`config.mk`:
```
export PLATFORM = sky130hd
export DESIGN_NAME = fpg8_control_unit
export DESIGN_NICKNAME = d
export VERILOG_FILES = /design/src/rtl/fpg8_ctrl_pkg.sv /design/src/rtl/fpg8_ctrl_decode.sv /design/src/rtl/fpg8_control_unit.sv
export SDC_FILE = /design/constraint.sdc
export NUM_CORES = 1
export LEC_CHECK = 0
export CORE_ASPECT_RATIO = 0.7
export CORE_MARGIN = 3
export CORE_UTILIZATION = 35
export DETAILED_ROUTE_END_ITERATION = 6
export HOLD_SLACK_MARGIN = 0.1
export SLEW_MARGIN = 30
export SYNTH_ARGS = -nofsm -noshare
export SYNTH_HDL_FRONTEND = slang
export SYNTH_SLANG_ARGS = --single-unit
```
`constraint.sdc`:
```
create_clock -name clk -period 4.05 [get_ports clk]
set_input_delay 0.6075 -clock clk [delete_from_list [all_inputs] [get_ports clk]]
set_output_delay 0.6075 -clock clk [all_outputs]
set_load 0.01 [all_outputs]
```
`src/rtl/fpg8_ctrl_pkg.sv`:
```
// Shared encodings for the FPG8 hardwired control unit: opcodes, ALU functions,
// GPR select codes, sequencer states and the strobe bundle.
package fpg8_ctrl_pkg;

    localparam logic [3:0] OP_NOP   = 4'd0;
    localparam logic [3:0] OP_LOAD  = 4'd1;
    localparam logic [3:0] OP_STORE = 4'd2;
    localparam logic [3:0] OP_ADD   = 4'd3;
    localparam logic [3:0] OP_SUB   = 4'd4;
    localparam logic [3:0] OP_AND   = 4'd5;
    localparam logic [3:0] OP_OR    = 4'd6;
    localparam logic [3:0] OP_MOV   = 4'd7;
    localparam logic [3:0] OP_HALT  = 4'd15;

    localparam logic [2:0] ALU_ADD  = 3'd0;
    localparam logic [2:0] ALU_SUB  = 3'd1;
    localparam logic [2:0] ALU_AND  = 3'd2;
    localparam logic [2:0] ALU_OR   = 3'd3;
    localparam logic [2:0] ALU_INC  = 3'd4;
    localparam logic [2:0] ALU_PASS = 3'd5;
    localparam logic [2:0] ALU_NOT  = 3'd6;

    localparam logic [2:0] SEL_RD1 = 3'd0;
    localparam logic [2:0] SEL_RD2 = 3'd1;
    localparam logic [2:0] SEL_RS1 = 3'd2;
    localparam logic [2:0] SEL_RS2 = 3'd3;
    localparam logic [2:0] SEL_PC  = 3'd4;

    typedef enum logic [3:0] {
        ST_FETCH0 = 4'd0,
        ST_FETCH1 = 4'd1,
        ST_FETCH2 = 4'd2,
        ST_FETCH3 = 4'd3,
        ST_DECODE = 4'd4,
        ST_EXEC0  = 4'd5,
        ST_EXEC1  = 4'd6,
        ST_EXEC2  = 4'd7,
        ST_EXEC3  = 4'd8,
        ST_HALT   = 4'd9
    } state_t;

    typedef struct packed {
        logic [2:0] alu_control;
        logic       gpr_in;
        logic       gpr_out;
        logic [2:0] gpr_select;
        logic       ir_in;
        logic       mar_in;
        logic       mdr_in;
        logic       mdr_out;
        logic       ram_rd;
        logic       ram_wr;
        logic       y_in;
        logic       z_in;
        logic       z_out;
        logic       halted;
    } strobes_t;

    localparam int STROBES_W = $bits(strobes_t);

    function automatic logic is_alu_op(input logic [3:0] op);
        return (op >= OP_ADD) && (op <= OP_OR);
    endfunction

    function automatic logic is_illegal(input logic [3:0] op);
        return (op >= 4'd8) && (op <= 4'd14);
    endfunction

    function automatic logic [2:0] alu_code(input logic [3:0] op);
        case (op)
            OP_SUB:  return ALU_SUB;
            OP_AND:  return ALU_AND;
            OP_OR:   return ALU_OR;
            default: return ALU_ADD;
        endcase
    endfunction

    // Final execute step of each instruction; the sequencer returns to FETCH0 after it.
    function automatic state_t last_exec(input logic [3:0] op);
        case (op)
            OP_LOAD: return ST_EXEC3;
            OP_MOV:  return ST_EXEC1;
            default: return ST_EXEC2;
        endcase
    endfunction

endpackage

```
`src/rtl/fpg8_ctrl_decode.sv`:
```
// Pure combinational strobe decoder: (state, opcode) -> raw datapath strobes,
// before any run/reset gating.
module fpg8_ctrl_decode
    import fpg8_ctrl_pkg::*;
#(
    parameter logic [2:0] PC_SEL = SEL_PC
) (
    input  logic [3:0]           state,
    input  logic [3:0]           opcode,
    output logic [STROBES_W-1:0] strobes
);

    strobes_t s;

    always_comb begin
        s = '0;
        case (state)
            ST_FETCH0: begin
                s.gpr_out     = 1'b1;
                s.gpr_select  = PC_SEL;
                s.mar_in      = 1'b1;
                s.alu_control = ALU_INC;
                s.z_in        = 1'b1;
            end
            ST_FETCH1: s.ram_rd = 1'b1;
            ST_FETCH2: begin
                s.z_out      = 1'b1;
                s.gpr_in     = 1'b1;
                s.gpr_select = PC_SEL;
            end
            ST_FETCH3: begin
                s.mdr_out = 1'b1;
                s.ir_in   = 1'b1;
            end
            ST_EXEC0: begin
                s.gpr_out = 1'b1;
                if (is_alu_op(opcode)) begin
                    s.gpr_select = SEL_RD1;
                    s.y_in       = 1'b1;
                end else if (opcode == OP_MOV) begin
                    s.gpr_select  = SEL_RS1;
                    s.alu_control = ALU_PASS;
                    s.z_in        = 1'b1;
                end else if ((opcode == OP_LOAD) || (opcode == OP_STORE)) begin
                    s.gpr_select = SEL_RS1;
                    s.mar_in     = 1'b1;
                end else begin
                    s.gpr_out = 1'b0;
                end
            end
            ST_EXEC1: begin
                if (opcode == OP_LOAD) begin
                    s.ram_rd = 1'b1;
                end else if (opcode == OP_STORE) begin
                    s.gpr_out    = 1'b1;
                    s.gpr_select = SEL_RD1;
                    s.mdr_in     = 1'b1;
                end else if (is_alu_op(opcode)) begin
                    s.gpr_out     = 1'b1;
                    s.gpr_select  = SEL_RS1;
                    s.alu_control = alu_code(opcode);
                    s.z_in        = 1'b1;
                end else if (opcode == OP_MOV) begin
                    s.z_out      = 1'b1;
                    s.gpr_in     = 1'b1;
                    s.gpr_select = SEL_RD1;
                end
            end
            ST_EXEC2: begin
                if (opcode == OP_STORE) begin
                    s.ram_wr = 1'b1;
                end else if (is_alu_op(opcode)) begin
                    s.z_out      = 1'b1;
                    s.gpr_in     = 1'b1;
                    s.gpr_select = SEL_RD1;
                end
            end
            ST_EXEC3: begin
                if (opcode == OP_LOAD) begin
                    s.mdr_out    = 1'b1;
                    s.gpr_in     = 1'b1;
                    s.gpr_select = SEL_RD1;
                end
            end
            ST_HALT:  s.halted = 1'b1;
            default:  ;
        endcase
    end

    assign strobes = s;

endmodule

```
`src/rtl/fpg8_control_unit.sv`:
```
// FPG8 micro-sequencer: state register, next-state logic, sticky illegal-opcode
// flag, and run/reset gating of the decoded datapath strobes.
module fpg8_control_unit
    import fpg8_ctrl_pkg::*;
#(
    parameter logic [2:0] PC_SEL = SEL_PC
) (
    input  logic       clk,
    input  logic       reset,
    input  logic       run,
    input  logic [3:0] opcode,
    output logic [2:0] ALU_control,
    output logic       GPR_in,
    output logic       GPR_out,
    output logic [2:0] GPR_select,
    output logic       IR_in,
    output logic       MAR_in,
    output logic       MDR_in,
    output logic       MDR_out,
    output logic       RAM_enable_read,
    output logic       RAM_enable_write,
    output logic       Y_in,
    output logic       Z_in,
    output logic       Z_out,
    output logic       halted,
    output logic       illegal_op,
    output logic [3:0] state_out
);

    state_t              state_q, state_d;
    logic                illegal_q, illegal_d;
    logic [STROBES_W-1:0] raw_strobes;
    strobes_t            gated;

    fpg8_ctrl_decode #(.PC_SEL(PC_SEL)) u_decode (
        .state   (state_q),
        .opcode  (opcode),
        .strobes (raw_strobes)
    );

    always_comb begin
        state_d   = state_q;
        illegal_d = illegal_q;
        if (run) begin
            case (state_q)
                ST_FETCH0: state_d = ST_FETCH1;
                ST_FETCH1: state_d = ST_FETCH2;
                ST_FETCH2: state_d = ST_FETCH3;
                ST_FETCH3: state_d = ST_DECODE;
                ST_DECODE: begin
                    if (opcode == OP_HALT) begin
                        state_d = ST_HALT;
                    end else if ((opcode == OP_NOP) || is_illegal(opcode)) begin
                        state_d   = ST_FETCH0;
                        illegal_d = illegal_q | is_illegal(opcode);
                    end else begin
                        state_d = ST_EXEC0;
                    end
                end
                ST_EXEC0, ST_EXEC1, ST_EXEC2, ST_EXEC3: begin
                    // EXEC3 is the deepest step, so it always returns to fetch.
                    if ((state_q == last_exec(opcode)) || (state_q == ST_EXEC3))
                        state_d = ST_FETCH0;
                    else
                        state_d = state_t'(state_q + 4'd1);
                end
                ST_HALT:   state_d = ST_HALT;
                default:   state_d = ST_FETCH0;
            endcase
        end
    end

    always_ff @(posedge clk) begin
        if (reset) begin
            state_q   <= ST_FETCH0;
            illegal_q <= 1'b0;
        end else begin
            state_q   <= state_d;
            illegal_q <= illegal_d;
        end
    end

    assign gated = (run && !reset) ? strobes_t'(raw_strobes) : '0;

    assign ALU_control      = gated.alu_control;
    assign GPR_in           = gated.gpr_in;
    assign GPR_out          = gated.gpr_out;
    assign GPR_select       = gated.gpr_select;
    assign IR_in            = gated.ir_in;
    assign MAR_in           = gated.mar_in;
    assign MDR_in           = gated.mdr_in;
    assign MDR_out          = gated.mdr_out;
    assign RAM_enable_read  = gated.ram_rd;
    assign RAM_enable_write = gated.ram_wr;
    assign Y_in             = gated.y_in;
    assign Z_in             = gated.z_in;
    assign Z_out            = gated.z_out;
    assign halted           = gated.halted;
    assign illegal_op       = illegal_q;
    assign state_out        = state_q;

endmodule

```
==> summary.txt <==
Final layout
  – Layout Nets: 161
  – # diodes: 0
  – Fin util: 0.504
  – Final cell count without fillers: around 180
  – Ratio of cells with drive above 1 in the final layout: 0.0671
  – Fill count: 254
  – Area growth syn-to-layout: 33.1%

Yosys
  – Proportion of synthesized area in mux cells: 0.0119
  – Synthesized area: 843 sq um
  – Xor/xnor cell area share of the yosys netlist: 0.0208
  – Post-synth top cells: nor2_1, a21oi_1, nand2_1
  – Syn Area/Cell: approximately 6.5 sq um
  – Adder-cell area share of the yosys netlist: 0.0593
  – Most frequent cell after synthesis: nor2_1
  – Post-synthesis sequential area ratio: 0.119
  – EDFF count, synth: 0
  – Yosys cell types: about 40
  – Post-Syn Nets: 140
  – Synthesized flop and latch total: 5
  – Synth Area in Simple Gates: 0.377
  – Synth warn: 0
  – Area share of the largest cell type after synthesis: 0.119
  – Asr flop ratio synth: 0
  – Main combinational cell family by area after synthesis: simple AND/OR/NAND/NOR gates
  – Largest area contributor in the netlist: dfxtp_1
  – Most used flip-flop cell after synthesis: dfxtp_1
  – Synth area leaders: dfxtp_1, a21oi_1, ha_1
  – Syn Inst Count: 129
  – Synth Area in Compound Gates: 0.288

Floorplan
  – Die ar.: 3040 sq um
  – Die Y: 47.1 um
  – CORE AREA: 2220 sq um
  – Num rows: 14
  – Die width: 64.7 um
  – Top Ports: 30
  – Initial Utilization: 0.379

Timing
  – Final Cycle Share: 0.829
  – Worst Clk Skew: 2.74 ps
  – Final min period: 3360 ps
  – Total Neg Setup Slack: 0 ps
  – FMAX: 298 MHz
  – Final Hold Vio Count: 0
  – Fin. max-slew vios: 0
  – Worst slew pin tran: between 500 and 600 ps
  – RSZ-0062 raised after global routing: false
  – Max-slew headroom: 0.635
  – Final setup vio count: 0

CTS
  – # H-tree levels: 1
  – CTS max path bufs: 2
  – Clock transition at path regs: 40 ps
  – TritonCTS clock tree: yes
  – Cts hold-fix bufs: 0
  – Cts bufs inserted: 3
  – CTS sink count: 5
  – Setup Fix Bufs, Post-CTS: 0
  – # resized after CTS: 0
  – Root Driver: clkbuf_4
  – Clk_lat worst skew: between 200 and 250 ps

Worst setup path
  – Delay of the slowest critical-path stage: 730 ps
  – Startpoint type of the worst setup path: primary input
  – WP depth: 6
  – Setup CP Type: primary input to output port
  – CP Capture Type: output port
  – Worst EP required: 3440 ps
  – R2R cell count: 6
  – Critical path buffer and inverter count: 2
  – Data arrival, critical path: 2750 ps
  – Reg2Reg Setup Slack: ~2100 ps
  – Cell with the largest stage delay on the worst path: clkdlybuf4s50_1
  – Crit-path max FO: 12
  – Cell mode on critical path: clkdlybuf4s50_1
  – Worst-path cell chain: clkdlybuf4s50_1, nand2_2, xor2_1, or3_1, a21oi_1, clkdlybuf4s50_1
  – CP delay by family, top: buffers and inverters

GRT
  – Initial antenna violation count: 0
  – Grt ovf: 0
  – Largest net degree at the start of global routing: 18
  – Vias in the first global route: approximately 800
  – Global Route Usage Sum: 0.155
  – Global-route wire length before repair: between 3000 and 4000 um

Routing
  – Routed len/inst: between 10 and 15 um
  – Antenna-violating nets left: 0
  – Initial DRT Pass Iterations: 4
  – DR vias: about 1000
  – Drt drc: 0
  – Initial drt markers: 76
  – Routed wire length: 2370 um
  – Vias per std cell: about 5.6

Min path
  – HP Class: flip-flop to flip-flop
  – Hold path depth: 2

Pwr
  – Pint: 0.130 mW
  – Clock power share: 0.274
  – Max VDD drop: 137 uV
  – Seq pwr share: 0.277
  – Pwr per Cell Area: 184 nW/um^2
  – Pleak: 0.381 nW
  – Sw Pwr: 0.0763 mW
  – Switching part of the total power: 0.369
  – Logic pwr share: 0.449

Placed design
  – Port bufs: 28
  – GPL Wtd Cong: 0.828
  – Dpl cells: 177
  – DP HPWL: 1780 um

Run status
  – Status: finished, final reports clean

Run
  – Max cap viols: 0
-- metrics by stage --
stage	setup slack [ps]	hold WS (ps)	area [sq um]	power, mW
2_1_floorplan	1880	505	843	0.120
3_3_place_gp	675	455	1100	0.151
3_5_place_dp	689	479	1100	0.150
4_1_cts	689	487	1120	0.209
5_1_grt	526	504	1120	0.226
6_report	693	480	1120	0.207
-- cell families (layout without fill, tap and decap cells) --
family / Yosys count / count (layout)
AND/OR/NAND/NOR: 60 / 60
multiplexers: 1 / 1
buffers and inverters: 20 / 40
adder cells (fa/ha/maj): 4 / 4
XOR/XNOR: 2 / 2
flip-flops: 5 / 5
AO/OA/AOI/OAI: 36 / 36
other: 1 / 1
-- power groups by stage --
stage / Combinational (mW) / Clock [mW] / Sequential [mW]
detailed placement: 0.0921 / 0 / 0.0581
global route: 0.102 / 0.0662 / 0.0581
CTS: 0.0925 / 0.0591 / 0.0573
global placement: 0.0926 / 0 / 0.0582
finish: 0.0929 / 0.0567 / 0.0572
floorplan: 0.0624 / 0 / 0.0574
-- cell usage in the layout, fill, tap and decap left out, types with 2 or more instances in the layout --
| cell | netlist | final |
|---|---|---|
| nor3b_1 | 2 | 2 |
| dfxtp_1 | 5 | 5 |
| inv_1 | 7 | 7 |
| clkdlybuf4s50_1 | 0 | 28 |
| a21boi_0 | 2 | 2 |
| nand3_1 | 6 | 6 |
| o22ai_1 | 2 | 2 |
| a2bb2oi_1 | 2 | 2 |
| o21ai_0 | 5 | 5 |
| o211ai_1 | 2 | 2 |
| clkbuf_4 | 0 | 3 |
| nand2b_1 | 6 | 6 |
| a21oi_1 | 10 | 10 |
| or3_1 | 2 | 2 |
| nand4_1 | 3 | 3 |
| ha_1 | 4 | 4 |
| o41ai_1 | 2 | 2 |
| nor4_1 | 6 | 6 |
| nand2_2 | 2 | 2 |
| a31oi_1 | 3 | 3 |
| and3_1 | 4 | 4 |
| nand2_1 | 8 | 8 |
| nor3_1 | 6 | 6 |
| nor2_1 | 12 | 12 |
-- final timing paths --
kind / start / to
max: opcode[0] / Z_in
min: illegal_op$_SDFFE_PP0P_ / illegal_op$_SDFFE_PP0P_
max reg2reg: state_out[0]$_SDFFE_PP0P_ / state_out[3]$_SDFFE_PP0P_
min reg2reg: illegal_op$_SDFFE_PP0P_ / illegal_op$_SDFFE_PP0P_
-- state kept, by name, indices dropped and copies added, names as in the netlist --
| name | flops |
|---|---|
| state_out | 4 |
| illegal_op | 1 |
-- per-layer routing --
metal | share of wire | track usage | wire length [um]
met1 | 0.54 | 0.243 | 1280
met3 | 0.064 | 0.0431 | 152
met2 | 0.40 | 0.219 | 944
met5 | 0 | 0 | 0
met4 | 0 | 0 | 0
-- worst register-to-register path, stage by stage (launching register included) --
cell,delay (ps)
dfxtp_1,480
inv_1,140
ha_1,340
o41ai_1,490
a21oi_1,150
nand4_1,140
a31oi_1,80
-- area by class of cell --
type,count,area [sq um],area share
multi-input combinational,104,642,0.572
timing repair buffer,29,288,0.256
sequential,5,100,0.0892
tap,32,40.0,0.0357
clock buffer,4,26.3,0.0234
inverter,7,26.3,0.0234
Note: power is estimated with default switching activity, not from simulation.
